--- config.mk ---
export PLATFORM = sky130hd
export DESIGN_NAME = jogo_desafio_memoria_top
export DESIGN_NICKNAME = d
export VERILOG_FILES = /design/src/rtl/jogo_desafio_memoria_top.sv
export SDC_FILE = /design/constraint.sdc
export NUM_CORES = 1
export LEC_CHECK = 0
export CORE_ASPECT_RATIO = 1.25
export CORE_MARGIN = 4
export CORE_UTILIZATION = 45
export DETAILED_ROUTE_END_ITERATION = 10
export GPL_TIMING_DRIVEN = 0
export PLACE_DENSITY = 0.65
export SYNTH_ARGS = -nofsm -noshare
export SYNTH_HDL_FRONTEND = slang
export SYNTH_SLANG_ARGS = --single-unit
--- constraint.sdc ---
create_clock -name clock -period 3.24 [get_ports clock]
set_input_delay 0.648 -clock clock [delete_from_list [all_inputs] [get_ports clock]]
set_output_delay 0.648 -clock clock [all_outputs]
set_load 0.005 [all_outputs]
--- src/rtl/jogo_desafio_memoria_top.sv ---
// "Genius" memory game: control FSM plus datapath (jogada RAM, address/round
// counters, timeout counter, button edge detector) with 7-segment debug taps.
module jogo_desafio_memoria_top #(
    parameter int TIMEOUT  = 5000,
    parameter int T_MOSTRA = 1000
) (
    input  logic       clock,
    input  logic       reset,
    input  logic       iniciar,
    input  logic [3:0] botoes,
    output logic       ganhou,
    output logic       perdeu,
    output logic       pronto,
    output logic [3:0] leds,
    output logic [6:0] db_contagem,
    output logic [6:0] db_memoria,
    output logic [6:0] db_estado,
    output logic [6:0] db_jogadafeita,
    output logic [6:0] db_rodada,
    output logic       db_clock,
    output logic       db_tem_jogada,
    output logic       db_timeout,
    output logic       db_jogada_correta,
    output logic       db_enderecoIgualRodada,
    output logic       db_grava,
    output logic [12:0] db_Q
);
    localparam int MW = $clog2(T_MOSTRA + 1);

    typedef enum logic [3:0] {
        INICIAL        = 4'h0,
        PREPARACAO     = 4'h1,
        MOSTRA         = 4'h2,
        INICIA_RODADA  = 4'h3,
        ESPERA         = 4'h4,
        REGISTRA       = 4'h5,
        COMPARA        = 4'h6,
        PROXIMA        = 4'h7,
        ESPERA_NOVA    = 4'h8,
        REGISTRA_NOVA  = 4'h9,
        GRAVA          = 4'hA,
        PROXIMA_RODADA = 4'hB,
        FIM_GANHOU     = 4'hC,
        FIM_PERDEU     = 4'hD,
        FIM_TIMEOUT    = 4'hE
    } estado_t;

    function automatic logic [6:0] hex7(input logic [3:0] v);
        case (v)
            4'h0: hex7 = 7'b1000000;
            4'h1: hex7 = 7'b1111001;
            4'h2: hex7 = 7'b0100100;
            4'h3: hex7 = 7'b0110000;
            4'h4: hex7 = 7'b0011001;
            4'h5: hex7 = 7'b0010010;
            4'h6: hex7 = 7'b0000010;
            4'h7: hex7 = 7'b1111000;
            4'h8: hex7 = 7'b0000000;
            4'h9: hex7 = 7'b0010000;
            4'hA: hex7 = 7'b0001000;
            4'hB: hex7 = 7'b0000011;
            4'hC: hex7 = 7'b1000110;
            4'hD: hex7 = 7'b0100001;
            4'hE: hex7 = 7'b0000110;
            default: hex7 = 7'b0001110;
        endcase
    endfunction

    estado_t        estado;
    logic [3:0]     endereco;
    logic [3:0]     rodada;
    logic [3:0]     jogada;
    logic [3:0]     mem [16];
    logic [3:0]     dado;
    logic [12:0]    conta_q;
    logic [MW-1:0]  mostra_cnt;
    logic           tem_jogada, tem_jogada_q, jogada_evento;
    logic [3:0]     botoes_cap;
    logic           timeout_flag, jogada_correta, endereco_igual, grava;

    assign dado           = mem[endereco];
    assign tem_jogada     = |botoes;
    assign timeout_flag   = conta_q >= 13'(TIMEOUT - 1);
    assign jogada_correta = jogada == dado;
    assign endereco_igual = endereco == rodada;
    assign grava          = estado == GRAVA;

    // Buttons are captured at the edge so a short press still yields its value.
    always_ff @(posedge clock or negedge reset) begin
        if (!reset) begin
            tem_jogada_q  <= 1'b0;
            jogada_evento <= 1'b0;
            botoes_cap    <= 4'd0;
        end else begin
            tem_jogada_q  <= tem_jogada;
            jogada_evento <= tem_jogada & ~tem_jogada_q;
            if (tem_jogada & ~tem_jogada_q)
                botoes_cap <= botoes;
        end
    end

    always_ff @(posedge clock or negedge reset) begin
        if (!reset) begin
            endereco   <= 4'd0;
            rodada     <= 4'd0;
            jogada     <= 4'd0;
            conta_q    <= 13'd0;
            mostra_cnt <= '0;
            for (int i = 0; i < 16; i++)
                mem[i] <= (i == 0) ? 4'b0001 : 4'b0000;
        end else begin
            mostra_cnt <= (estado == MOSTRA) ? mostra_cnt + 1'b1 : '0;
            case (estado)
                PREPARACAO: begin
                    endereco <= 4'd0;
                    rodada   <= 4'd0;
                    jogada   <= 4'd0;
                    conta_q  <= 13'd0;
                end
                INICIA_RODADA: begin
                    endereco <= 4'd0;
                    conta_q  <= 13'd0;
                end
                ESPERA, ESPERA_NOVA: begin
                    if (conta_q != 13'h1FFF)
                        conta_q <= conta_q + 13'd1;
                end
                REGISTRA, REGISTRA_NOVA: begin
                    jogada  <= botoes_cap;
                    conta_q <= 13'd0;
                end
                PROXIMA: begin
                    endereco <= endereco + 4'd1;
                    conta_q  <= 13'd0;
                end
                PROXIMA_RODADA: begin
                    if (rodada != 4'hF)
                        rodada <= rodada + 4'd1;
                end
                default: ;
            endcase
            if (grava)
                mem[rodada + 4'd1] <= jogada;
        end
    end

    always_ff @(posedge clock or negedge reset) begin
        if (!reset) begin
            estado <= INICIAL;
            ganhou <= 1'b0;
            perdeu <= 1'b0;
            pronto <= 1'b0;
        end else begin
            case (estado)
                INICIAL:       if (iniciar) estado <= PREPARACAO;
                PREPARACAO:    estado <= MOSTRA;
                MOSTRA:        if (mostra_cnt == MW'(T_MOSTRA - 1)) estado <= INICIA_RODADA;
                INICIA_RODADA: estado <= ESPERA;
                ESPERA, ESPERA_NOVA: begin
                    // Timeout has priority over a jogada arriving in the same cycle.
                    if (timeout_flag) begin
                        estado <= FIM_TIMEOUT;
                        perdeu <= 1'b1;
                        pronto <= 1'b1;
                    end else if (jogada_evento) begin
                        estado <= (estado == ESPERA) ? REGISTRA : REGISTRA_NOVA;
                    end
                end
                REGISTRA:      estado <= COMPARA;
                COMPARA: begin
                    if (!jogada_correta) begin
                        estado <= FIM_PERDEU;
                        perdeu <= 1'b1;
                        pronto <= 1'b1;
                    end else if (!endereco_igual) begin
                        estado <= PROXIMA;
                    end else if (rodada == 4'hF) begin
                        estado <= PROXIMA_RODADA;
                    end else begin
                        estado <= ESPERA_NOVA;
                    end
                end
                PROXIMA:       estado <= ESPERA;
                REGISTRA_NOVA: estado <= GRAVA;
                GRAVA:         estado <= PROXIMA_RODADA;
                PROXIMA_RODADA: begin
                    if (rodada == 4'hF) begin
                        estado <= FIM_GANHOU;
                        ganhou <= 1'b1;
                        pronto <= 1'b1;
                    end else begin
                        estado <= INICIA_RODADA;
                    end
                end
                FIM_GANHOU, FIM_PERDEU, FIM_TIMEOUT: begin
                    if (iniciar) begin
                        estado <= PREPARACAO;
                        ganhou <= 1'b0;
                        perdeu <= 1'b0;
                        pronto <= 1'b0;
                    end
                end
                default:       estado <= INICIAL;
            endcase
        end
    end

    assign leds                   = (estado == MOSTRA) ? dado : botoes;
    assign db_contagem            = hex7(endereco);
    assign db_memoria             = hex7(dado);
    assign db_estado              = hex7(estado);
    assign db_jogadafeita         = hex7(jogada);
    assign db_rodada              = hex7(rodada);
    assign db_clock               = clock;
    assign db_tem_jogada          = tem_jogada;
    assign db_timeout             = timeout_flag;
    assign db_jogada_correta      = jogada_correta;
    assign db_enderecoIgualRodada = endereco_igual;
    assign db_grava               = grava;
    assign db_Q                   = conta_q;
endmodule

Word-level counts from Yosys, hierarchy flattened --
Memories as Yosys holds them, arrays and structs flattened. Index checks and enable logic that the tools add are counted.
Storage, ports and cells: word-level logic and storage cells 128, bits in read-only memories 560, register bits after elaboration 112, output and inout bits 61, memories kept 5
Cells by class: $lt $le $gt $ge 4, reduce and logical (&&, ||, !) cells 23, $add $sub $neg 4, equal/unequal tests 29, muxes and demuxes 31, bitwise logic cells 4
Memory list:
- (name not given) | depth 16, width 7, read ports 1, clocked after Yosys merged registers in 0, wr ports 0, line 49 | case (v)
- (name not given) | depth 16, width 7, read ports 1, clocked after Yosys merged registers in 0, wr ports 0, line 49
- (name not given) | depth 16, width 7, read ports 1, clocked after Yosys merged registers in 0, wr ports 0, line 49
- (name not given) | depth 16, width 7, read ports 1, clocked after Yosys merged registers in 0, wr ports 0, line 49
- (name not given) | depth 16, width 7, read ports 1, clocked after Yosys merged registers in 0, wr ports 0, line 49
Operator list (number):
- $bwmux 64 | 1
- $mux 4 | 13
- $pmux 4 s10 | 1
- $eq 4x4->1 const B | 8
- $pmux 13 s2 | 1
- $pmux 4 s2 | 3
- $bmux 4 s4 | 1
- $demux 4 s4 | 1
- $eq 4x3->1 const B | 4
- $add 13x1->13 const B | 1
- $ge 13x13->1 const B | 1
- $mux 13 | 1
- $ne 13x13->1 const B | 1
- $ne 2x2->1 const B | 6
- $add 10x1->10 const B | 1
- $eq 10x10->1 const B | 1
- $ge 5x5->1 const B | 2
- $mux 10 | 1
- $not 4->5 | 2
- $reduce_bool 2->1 | 5
- $add 4x1->4 const B | 2
- $eq 4x2->1 const B | 2
- $eq 4x4->1 | 2
- $reduce_or 2->1 | 4
- other kinds (23) | 30

Longest topological paths before layout --
word-level depth 7, mapped depth 13, depth with buffers taken out 10

==> flow_summary.yaml <==
outcome:
  status: "finished, violations left"
  violations: "negative setup slack"
yosys:
  synthCells: 710
  synth_xor_area_share_pct: 2.76
  ys_seq_elements: 112
  synth_top_cell_by_area: "dfrtp_1"
  synth_flop_cell: "dfrtp_1"
  synth_top_family_by_area: "multiplexers"
  synth.area.top_cells: "dfrtp_1 (40%), mux2_2 (9.0%), ha_1 (5.7%), o21ai_0 (4.4%), nand2_1 (4.1%)"
  synth_area_um2: 6980
  synth_enable_flop_cells: 0
  synth.distinct_cells: 61
  synthSimpleGateAreaFrac_pct: 15.9
  synth_fa_ha_area_share_pct: 5.88
  synth-compound-area-share_pct: 13.4
  avgSynthCellArea_um2: 9.83
  muxShareOfSynthArea_pct: 17.7
  synth.top_cell.area_share_pct: 39.8
  async_flop_share_pct: 100
  synth-seq-area-share_pct: 40.2
  synth.net_count: 749
  ys_warn_count: 0
placement:
  port_buffers: 67
  hpwl_mm: 13.5
  dp.cells: 986
  gp_congestion: 0.902
  dp_slack_ps: -580
  postPlaceCellArea_um2: 7930
critical_path:
  r2r.worst_path.cells: 10
  arrival_ps: 2920
  worst-path-buf-inv: 6
  end_kind: "output port"
  cp-start-kind: "flop"
  crit_fanout: 7
  cp_top_family: "compound AO/OA/AOI/OAI gates"
  worstSetupPathDepth: 13
  rrSetupSlack_ps: 380
  critPathKind: "flop to output port"
  cp_data_required_time_ps: 2590
  crit_chain: "buf_8, buf_12, buf_12, mux2i_4, a22oi_2, a21oi_2, a21o_4, inv_4, ha_4, inv_4, mux2i_1, a22o_1, buf_2"
  cpMaxStageDelayCell: "dfrtp_2"
  crit_path_max_incr_delay_ps: 440
cts:
  cts_tree: "yes"
  clk_latency_ps: 480
  clkSlewWorstSetupHoldPaths_ps: 90
sta:
  setup_viol: 8
  slew-limit-headroom_pct: 60.7
  tightest_slew_ps: 584
  setup_ws_ps: -332
  layout_min_cycle_time_ps: 3570
  hold-worst-slack_ps: 136
  rsz0062_at_grt: "yes"
  hold_viol: 0
  max_clock_freq_mhz: 280
  drv_slew: 0
  skew_ps: 14.9
  tns_ps: -1920
  period_share_pct: 110
global_routing:
  grt_pass1_vias: 6118
  grt_use_total_pct: 22.3
  grt_max_degree: 75
  grt_overflow: 0
  antenna_found_initial: 0
  grt_pass1_wl_mm: 31.3
routing:
  ant_nets: 0
  num_vias: 5950
  drt_iter0_drc: 433
  wl_per_cell_um: 18.6
  drtPass1Iterations: 5
  route.detailed.drc: 0
  wl_mm: 19.3
  via_per_inst: 5.73
final_layout:
  fillers: 1226
  instances_no_fill: 1039
  final_common_cell: "dfrtp_1"
  layout_common_cells: "dfrtp_1 (102), nand2_1 (74), o21ai_0 (56)"
  synthToLayoutAreaGrowth_pct: 29.0
  n_antenna_cell: 0
  final_area_um2: 9000
  fin_util_pct: 59.7
  fin_nets: 865
  drive_gt1_share_pct: 28.5
floorplanning:
  die_w_um: 119
  io_pins: 68
  core_area_um2: 15100
  start_util_pct: 46.3
  die_area_um2: 17600
  rows: 50
  die_y_um: 147
flow_run:
  cap_violations: 0
worst_hold_path:
  min_path_type: "input pin to asynchronous set/reset pin"
power:
  power.density_nw_per_um2: 868
  peakVddDrop_mv: 0.515
  power_leakage_nw: 4.05
  finalPower_mw: 7.81
-- registers in the layout, summed over array words and instances (netlist names), 4 cells and up --
signal / flops
jogada: 4
db_Q: 13
botoes_cap: 4
rodada: 4
mem: 64
endereco: 4
mostra_cnt: 10
estado: 4
-- what timing repair did --
action / 4_1_cts / 5_1_grt
setup endpoints to repair: 35 / 31
gates cloned: 1 / 0
hold buffers: 0 / 0
gates resized for setup: 127 / 63
buffers inserted: 25 / 15
pin swaps: 15 / 20
-- cells in the mapped netlist (2+ instances only) --
cell	instances
or3_1	6
a21oi_1	29
buf_1	7
or3b_2	3
clkbuf_1	29
or2_2	2
nand2b_1	8
o22ai_1	3
nor4_1	6
a32o_1	2
nor2_1	57
a22oi_1	2
and3_1	10
dfrtp_1	111
a21o_1	3
and4b_1	2
buf_2	4
mux2i_1	23
nand4b_1	3
buf_4	2
mux4_1	6
o21ai_0	61
nand3_1	28
nor3_1	10
o2bb2ai_1	2
o21a_1	2
xor2_1	8
o22a_1	4
o2111a_1	2
and2_1	2
mux2_2	56
a31oi_1	4
ha_1	32
xnor2_1	14
nand4_1	5
a211oi_1	3
inv_1	24
mux4_2	9
nand2_1	77
o21bai_1	2
nand3b_1	2
nor2b_1	9
o31ai_1	5
a22o_1	14
-- report_power, final --
group	internal, mW	switching, mW
Clock	0.746	0.628
Combinational	2.26	2.43
Sequential	1.57	0.190
Total	4.57	3.24
-- cells by family (layout without fill, tap and decap cells) --
logic type / after synthesis / in the layout
xor gates and xnor gates: 22 / 22
muxes: 95 / 95
buffers and inverters: 69 / 190
adders and majority gates: 33 / 33
AOI/OAI and AO/OA: 147 / 147
and+or+nand+nor: 232 / 232
DFF: 112 / 112
-- cell type report --
cell class,count,area [µm²],area share [%]
inverter,25,103,1.14
clock inverter,7,90.1,1.00
clock buffer,13,310,3.45
multi-input combinational,529,4170,46.3
buffer,39,263,2.92
tap,208,260,2.89
timing repair buffer,106,990,11.0
sequential,112,2820,31.3
-- final timing paths --
kind / start / to
max in group asynchronous: reset / mem[0]
hold / removal: reset / db_Q[5]
setup / recovery: endereco[1] / db_memoria[5]
setup reg to reg: estado[1] / db_Q[5]
min in group clock: ganhou / ganhou
hold reg to reg: ganhou / ganhou
-- metal layers --
metal  GRT usage [%]  routed length (µm)  vias to the layer above
met5               0                   0                        -
met2            38.2                9640                      206
met4            11.7                 728                        0
met3            3.39                 865                       57
li1                -                   -                     2776
met1            27.1                8090                     2911
No activity file was read; power rests on OpenSTA's default activity.
